## config.mk

```make
export PLATFORM = sky130hd
export DESIGN_NAME = ps2_host
export DESIGN_NICKNAME = d
export VERILOG_FILES = /design/src/rtl/ps2_host.sv
export SDC_FILE = /design/constraint.sdc
export NUM_CORES = 1
export LEC_CHECK = 0
export BUFFER_PORTS_ARGS = -buffer_cell sky130_fd_sc_hd__buf_2
export CAP_MARGIN = 5
export CORE_ASPECT_RATIO = 1.75
export CORE_MARGIN = 1
export CORE_UTILIZATION = 30
export DETAILED_ROUTE_END_ITERATION = 8
export SYNTH_ARGS = -nofsm -noshare
export SYNTH_HDL_FRONTEND = slang
export SYNTH_SLANG_ARGS = --single-unit
```

## constraint.sdc

```tcl
create_clock -name clk_sys -period 1.9 [get_ports clk_sys]
set_input_delay 0.095 -clock clk_sys [delete_from_list [all_inputs] [get_ports clk_sys]]
set_output_delay 0.095 -clock clk_sys [all_outputs]
set_load 0.02 [all_outputs]
```

## src/rtl/ps2_host.sv

```systemverilog
// PS/2 host controller: receives device->host frames as bytes and sends host->device
// command bytes using the inhibit / request-to-send handshake.
module ps2_host #(
  parameter int INHIBIT_CYCLES = 5000,
  parameter int TIMEOUT_CYCLES = 1000000
) (
  input  logic       clk_sys,
  input  logic       reset_n,
  input  logic       ps2_clk_in,
  input  logic       ps2_dat_in,
  output logic       ps2_clk_out,
  output logic       ps2_dat_out,
  output logic [7:0] rx_data,
  output logic       rx_valid,
  output logic       rx_err,
  input  logic [7:0] tx_data,
  input  logic       tx_req,
  output logic       tx_busy,
  output logic       tx_done,
  output logic       tx_err
);

  typedef enum logic [2:0] {IDLE, RX, INHIBIT, RTS, TX, TX_ACK, TX_WAIT} state_t;

  // The RTS cycle is counted as part of the clock-low window.
  localparam logic [31:0] INHIBIT_LAST = 32'(INHIBIT_CYCLES - 2);
  localparam logic [31:0] TIMEOUT_LAST = 32'(TIMEOUT_CYCLES - 1);

  state_t      state;
  logic        clk_s1, clk_s2, clk_prev;
  logic        dat_s1, dat_s2;
  logic        fall;
  logic [3:0]  bit_cnt;
  logic [8:0]  rx_shift;
  logic        rx_stop;
  logic        rx_finish;
  logic [7:0]  tx_byte;
  logic        tx_pending;
  logic [9:0]  tx_shift;
  logic [31:0] cnt;

  assign fall = clk_prev & ~clk_s2;

  always_ff @(posedge clk_sys) begin
    if (!reset_n) begin
      clk_s1   <= 1'b1;
      clk_s2   <= 1'b1;
      clk_prev <= 1'b1;
      dat_s1   <= 1'b1;
      dat_s2   <= 1'b1;
    end else begin
      clk_s1   <= ps2_clk_in;
      clk_s2   <= clk_s1;
      clk_prev <= clk_s2;
      dat_s1   <= ps2_dat_in;
      dat_s2   <= dat_s1;
    end
  end

  // Received bytes are judged one cycle after the stop-bit fall, once the FSM is back in IDLE.
  always_ff @(posedge clk_sys) begin
    if (!reset_n) begin
      state       <= IDLE;
      ps2_clk_out <= 1'b1;
      ps2_dat_out <= 1'b1;
      rx_data     <= 8'h00;
      rx_valid    <= 1'b0;
      rx_err      <= 1'b0;
      tx_busy     <= 1'b0;
      tx_done     <= 1'b0;
      tx_err      <= 1'b0;
      tx_pending  <= 1'b0;
      tx_byte     <= 8'h00;
      tx_shift    <= '1;
      bit_cnt     <= 4'd0;
      rx_shift    <= 9'd0;
      rx_stop     <= 1'b0;
      rx_finish   <= 1'b0;
      cnt         <= 32'd0;
    end else begin
      rx_valid  <= 1'b0;
      rx_err    <= 1'b0;
      tx_done   <= 1'b0;
      tx_err    <= 1'b0;
      rx_finish <= 1'b0;

      if (rx_finish) begin
        if ((^rx_shift) && rx_stop) begin
          rx_data  <= rx_shift[7:0];
          rx_valid <= 1'b1;
        end else begin
          rx_err <= 1'b1;
        end
      end

      if (tx_req && !tx_busy) begin
        tx_byte    <= tx_data;
        tx_pending <= 1'b1;
        tx_busy    <= 1'b1;
      end

      case (state)
        IDLE: begin
          cnt     <= 32'd0;
          bit_cnt <= 4'd0;
          if (fall && !dat_s2) begin
            state <= RX;
          end else if (tx_pending) begin
            state       <= INHIBIT;
            ps2_clk_out <= 1'b0;
            tx_pending  <= 1'b0;
          end
        end

        RX: begin
          if (fall) begin
            cnt <= 32'd0;
            if (bit_cnt == 4'd9) begin
              rx_stop   <= dat_s2;
              rx_finish <= 1'b1;
              state     <= IDLE;
            end else begin
              rx_shift <= {dat_s2, rx_shift[8:1]};
              bit_cnt  <= bit_cnt + 4'd1;
            end
          end else if (cnt == TIMEOUT_LAST) begin
            ps2_clk_out <= 1'b1;
            ps2_dat_out <= 1'b1;
            rx_err      <= 1'b1;
            state       <= IDLE;
          end else begin
            cnt <= cnt + 32'd1;
          end
        end

        INHIBIT: begin
          if (cnt == INHIBIT_LAST) begin
            ps2_dat_out <= 1'b0;
            cnt         <= 32'd0;
            state       <= RTS;
          end else begin
            cnt <= cnt + 32'd1;
          end
        end

        RTS: begin
          ps2_clk_out <= 1'b1;
          bit_cnt     <= 4'd0;
          cnt         <= 32'd0;
          tx_shift    <= {1'b1, ~^tx_byte, tx_byte};
          state       <= TX;
        end

        TX: begin
          if (fall) begin
            cnt         <= 32'd0;
            ps2_dat_out <= tx_shift[0];
            tx_shift    <= {1'b1, tx_shift[9:1]};
            if (bit_cnt == 4'd9) state <= TX_ACK;
            else bit_cnt <= bit_cnt + 4'd1;
          end else if (cnt == TIMEOUT_LAST) begin
            ps2_clk_out <= 1'b1;
            ps2_dat_out <= 1'b1;
            tx_err      <= 1'b1;
            tx_busy     <= 1'b0;
            state       <= IDLE;
          end else begin
            cnt <= cnt + 32'd1;
          end
        end

        TX_ACK: begin
          if (fall) begin
            cnt     <= 32'd0;
            tx_done <= ~dat_s2;
            tx_err  <= dat_s2;
            tx_busy <= 1'b0;
            state   <= TX_WAIT;
          end else if (cnt == TIMEOUT_LAST) begin
            ps2_clk_out <= 1'b1;
            ps2_dat_out <= 1'b1;
            tx_err      <= 1'b1;
            tx_busy     <= 1'b0;
            state       <= IDLE;
          end else begin
            cnt <= cnt + 32'd1;
          end
        end

        TX_WAIT: begin
          if (clk_s2 && dat_s2) begin
            state <= IDLE;
          end else if (fall) begin
            cnt <= 32'd0;
          end else if (cnt == TIMEOUT_LAST) begin
            ps2_clk_out <= 1'b1;
            ps2_dat_out <= 1'b1;
            tx_err      <= 1'b1;
            state       <= IDLE;
          end else begin
            cnt <= cnt + 32'd1;
          end
        end

        default: state <= IDLE;
      endcase
    end
  end

endmodule

```

# After elaboration in Yosys (flattened, before gate mapping)
# Index checks and enable logic that the tools add are counted.
# op_classes
addsub,2
eq_ne,20
mux,55
n_bitwise,4
reduce_logical,30
# op_table
operator,n
2-to-1 mux 32 bit,4
case mux 32 bit (4 select lines),1
2-to-1 mux 3 bit,11
"adder 32 x 1 -> 32 bit, second input constant",1
"equality test 32 x 13 -> 1 bit, second input constant",1
"equality test 32 x 20 -> 1 bit, second input constant",1
2-to-1 mux 1 bit,29
case mux 3 bit (7 select lines),1
case mux 10 bit (2 select lines),1
AND reduction 3 bit,6
"inequality test 2 bit, second input constant",6
"inequality test 3 bit, second input constant",4
nonzero test 4 bit,3
2-to-1 mux 10 bit,1
"equality test 3 bit, second input constant",3
XOR reduction 9 bit,1
2-to-1 mux 4 bit,2
case mux 1 bit (4 select lines),2
case mux 4 bit (2 select lines),1
AND reduction 2 bit,4
XNOR reduction 8 bit,1
"equality test 3 x 2 -> 1 bit, second input constant",2
OR reduction 2 bit,3
AND reduction 5 bit,1
other kinds (14),21
# word_totals
ff_bits,89
input_bits,13
out_inout_bits,15
elab_cells,133

# Longest topological paths before layout
# depth
depth_word,7
mapped_depth,8
depth_no_buf,7

# Least setup slack after synthesis
# No wires, ideal clock.
# synth_path
path_type,register -> register
startpoint,reg cnt[1]
endpoint,reg cnt[10]
setup_ns,0.134
arrival_ns,1.843
required_ns,1.766
slack_ns,-0.078
stages_incl_launch_ff,8
path_cell_list,dfxtp_1 > ha_1 > or4b_1 > nor4_1 > nand3_1 > a31oi_4 > buf_6 > nor3_1
# synth_via
elab_chain_len,5
# synth_rtl
element,line,rtl
start: declaration,40,logic [31:0] cnt;
start signal: assignment,132,cnt <= cnt + 32'd1;
start signal: assignment,142,cnt <= cnt + 32'd1;
start signal: assignment,168,cnt <= cnt + 32'd1;
adder 32 x 1 -> 32 bit or equality test 32 x 20 -> 1 bit (tied branches),-,
2-to-1 mux 32 bit,-,
2-to-1 mux 32 bit,155,if (fall) begin
2-to-1 mux 32 bit,191,if (clk_s2 && dat_s2) begin
case mux 32 bit (4 select lines) (*),102,case (state)
# Every way passes the cells marked *; elsewhere a longest branch is shown, timed or not. The select of a mux whose other input is x is not followed.
# A chain may end at the register's enable or synchronous reset.

# Worst setup path after layout
# layout_path
startpoint,reg cnt[0]
endpoint,reg cnt[2]
# Same word-level chain as after synthesis.

==> results.md <==
- Status: complete, but fails checks
- Failing checks: setup timing
- Unrepaired setup endpoints after global routing: true
- Worst Hold End: tx_byte[0]$_SDFFE_PN0P_
- Hold Path Stages: 3
- Die area: 14900 µm²
- Most frequent cells in the layout: dfxtp_1, nand2_1, buf_4, xnor2_1, nor2_1
- FILL cells: 1399
- Worst-skew pair later-pin latency: 340 ps
- Avg WL per Cell: 14.8 µm
- Final clock period utilization by the worst path: 1.05
- Clock buffer depth: 2
- Max H-tree Level: 3
- Global-route wire length before repair: 18300 µm
- Final Skew: approximately 11 ps
- CTS tree: done
- Post-detail-place hpwl: 8030 µm
- Post-Route WL: 11400 µm
- Fin. Hold Viols: 0
- Hold path startpoint: tx_data[0]
- Setup Viol. Count Final: 32
- Slew Limit Fails: 0
- DRC errors left: 0
- Worst hold slack: 8.99 ps
- Largest net degree at the start of global routing: 33
- Sequential area share after synthesis: 0.408
- Relative slew margins: 0.591
- CTS sink cnt: 88
- CTS Buf Count: 9
- Worst r2r src: cnt[0]$_SDFFE_PN0P_
- Post-route cell area: 5550 µm²
- Die W: 92.7 µm
- Tightest Pin Transition: 609 ps
- Root Buffer: clkbuf_16
- Busiest grt layer: met2
- Placed Area: 5020 µm²
- CP startpoint kind: register
- Syn nets: 528
- Flop-to-flop setup slack: -100 ps
- Total Power: 3.95 mW
- Total track usage: 0.153
- Mean Syn Cell Area: between 8 and 9 µm²
- Peak Freq: 501 MHz
- Post-route setup slack: -95.3 ps
- Initial antenna violation count: 0
- Met3 usage: 0.0284
- Die H: approximately 160 µm
- Initial DRC count: 133
- Number of global-route vias before repair: 3829
- Cell Rows: 57
- Arr. time, crit path: 2200 ps
- Gr ovfl total: 0
- Asr flop ratio synth: 0
- Post-synth EDFFs: 0
- Final nets: 603
- Period minus WS final: ~2000 ps
- Routability congestion estimate: 0.883
- Gate Count Post-Synth: about 510
- I/O Buffers: 27
- IO Count: 28
- Hold Path Class: in -> reg
- Critical path class: reg -> reg
- Clk slew on worst S/H paths: 60 ps
- Core Region: between 10000 and 15000 µm²
- Worst-path fanout max: 8
- Post-route ant nets: 0
- CP required: between 2000 and 2500 ps
- First-pass detailed-route iteration total: 7
- Vias/cell: 5.18
- Most common cell after layout, fill and taps aside: dfxtp_1
- Top_reg_cell synth: dfxtp_1
- PD cells: 711 nW/µm²
- MaxCap Viol Count: 0
- Leak: 2.02 nW
- FF-to-FF End: cnt[2]$_SDFFE_PN0P_
- Total number of vias: between 3000 and 4000
- Synth warnings: 0
- VDD IR max: 0.494 mV
- Count of cell types in the netlist: 55
- Global Route met1 Usage: 0.166
- R2r worst-path depth: 8
- CP Capture Type: register
- Antenna diode count: 0
- FF+latch count, synth: just under 90
- Area growth, synth to finish: 28.5%
- Post-Syn Area: 4320 µm²
- Met2 Usage GRT: 0.288
- Share of post-route cells with drive strength above 1: 0.247
- Initial core utilization: 0.309
-- logic make-up after synthesis --
kind of cell               share of synthesized area
adders and majority gates                     0.0116
xor gates and xnor gates                      0.0855
and+or+nand+nor                                0.297
buffers and inverters                         0.0487
AOI/OAI and AO/OA                              0.105
DFF                                            0.408
muxes                                         0.0441
-- power breakdown --
group | internal (mW) | switching [mW] | leakage [nW]
clock network | 1.03 | 0.708 | 0.137
registers | 1.87 | 0.0216 | 0.714
logic | 0.129 | 0.192 | 1.17
-- flip-flops by register name (all words and copies together) (netlist names), 3 cells and up --
signal and count:
bit_cnt 4, cnt 32, rx_data 8, rx_shift 9, state 3, tx_byte 8, tx_shift 9
-- routing by layer --
layer / vias up / routed length, µm
met5: - / 0
met4: 0 / 360
met2: 94 / 6110
li1: 1978 / -
met3: 29 / 350
met1: 1878 / 4560
-- repair_timing --
action | 4_1_cts | 5_1_grt
hold buffers | 4 | 0
setup buffers | 0 | 2
gates resized for setup | 2 | 32
hold endpoints to repair | 4 | 0
endpoints found under the setup margin | 33 | 41
cloned | 0 | 2
pin swaps | 0 | 16
-- Yosys cell counts, types with 6 or more instances --
| cell | instances | area share |
|---|---|---|
| a31oi_1 | 6 | 0.0087 |
| buf_2 | 9 | 0.010 |
| and4_1 | 6 | 0.012 |
| nand4_1 | 8 | 0.012 |
| mux2i_1 | 19 | 0.044 |
| xnor2_1 | 35 | 0.071 |
| clkbuf_1 | 20 | 0.017 |
| or4_1 | 8 | 0.014 |
| inv_1 | 11 | 0.0096 |
| dfxtp_1 | 88 | 0.41 |
| o31ai_1 | 6 | 0.010 |
| a21oi_1 | 15 | 0.017 |
| nor3_1 | 35 | 0.041 |
| and3_1 | 13 | 0.019 |
| nor4_1 | 21 | 0.030 |
| nand3_1 | 23 | 0.027 |
| a211oi_1 | 8 | 0.014 |
| nand2_1 | 73 | 0.063 |
| o21ai_0 | 16 | 0.019 |
| nand2b_1 | 8 | 0.012 |
| nor2_1 | 29 | 0.025 |
-- area by class of cell --
cell class / count / area, µm² / share of cell area
timing repair buffer: 99 / 748 / 0.135
tap: 177 / 221 / 0.0399
inverter: 11 / 41.3 / 0.00744
clock buffer: 12 / 236 / 0.0426
clock inverter: 4 / 55.1 / 0.00993
multi-input combinational: 377 / 2480 / 0.447
sequential: 88 / 1770 / 0.319
-- how the worst max path moves through the flow --
stage	from	end	slack, ps	depth (start not counted)
final	cnt[0]$_SDFFE_PN0P_	cnt[2]$_SDFFE_PN0P_	-100	8
after detailed placement	cnt[0]$_SDFFE_PN0P_	cnt[3]$_SDFFE_PN0P_	-40	6
after floorplan	cnt[0]$_SDFFE_PN0P_	cnt[6]$_SDFFE_PN0P_	30	7
after CTS	cnt[0]$_SDFFE_PN0P_	cnt[29]$_SDFFE_PN0P_	-50	8
after global placement	cnt[0]$_SDFFE_PN0P_	cnt[14]$_SDFFE_PN0P_	-20	8
after global routing	bit_cnt[1]$_SDFFE_PN0P_	bit_cnt[3]$_SDFFE_PN0P_	-130	7
-- critical path, cell delays in order (launching register included) --
cell and delay (ps):
dfxtp_2 340, inv_2 40, ha_2 150, or4b_4 470, nor4_4 170, nand3_2 140
a31oi_4 280, clkbuf_16 240, a211oi_2 40
-- metrics by stage --
| stage | util | std cells | worst slack, ps | TNS, ps |
|---|---|---|---|---|
| after detailed placement | 0.359 | 744 | -43.2 | -779 |
| after floorplan | - | 511 | 34.3 | 0 |
| final | 0.397 | 768 | -95.3 | -2290 |
| after CTS | 0.383 | 764 | -48.4 | -1170 |
| after global routing | 0.397 | 768 | -126 | -3480 |
| after global placement | 0.359 | 744 | -17.4 | -441 |
Power figures use the tool's default switching activity.
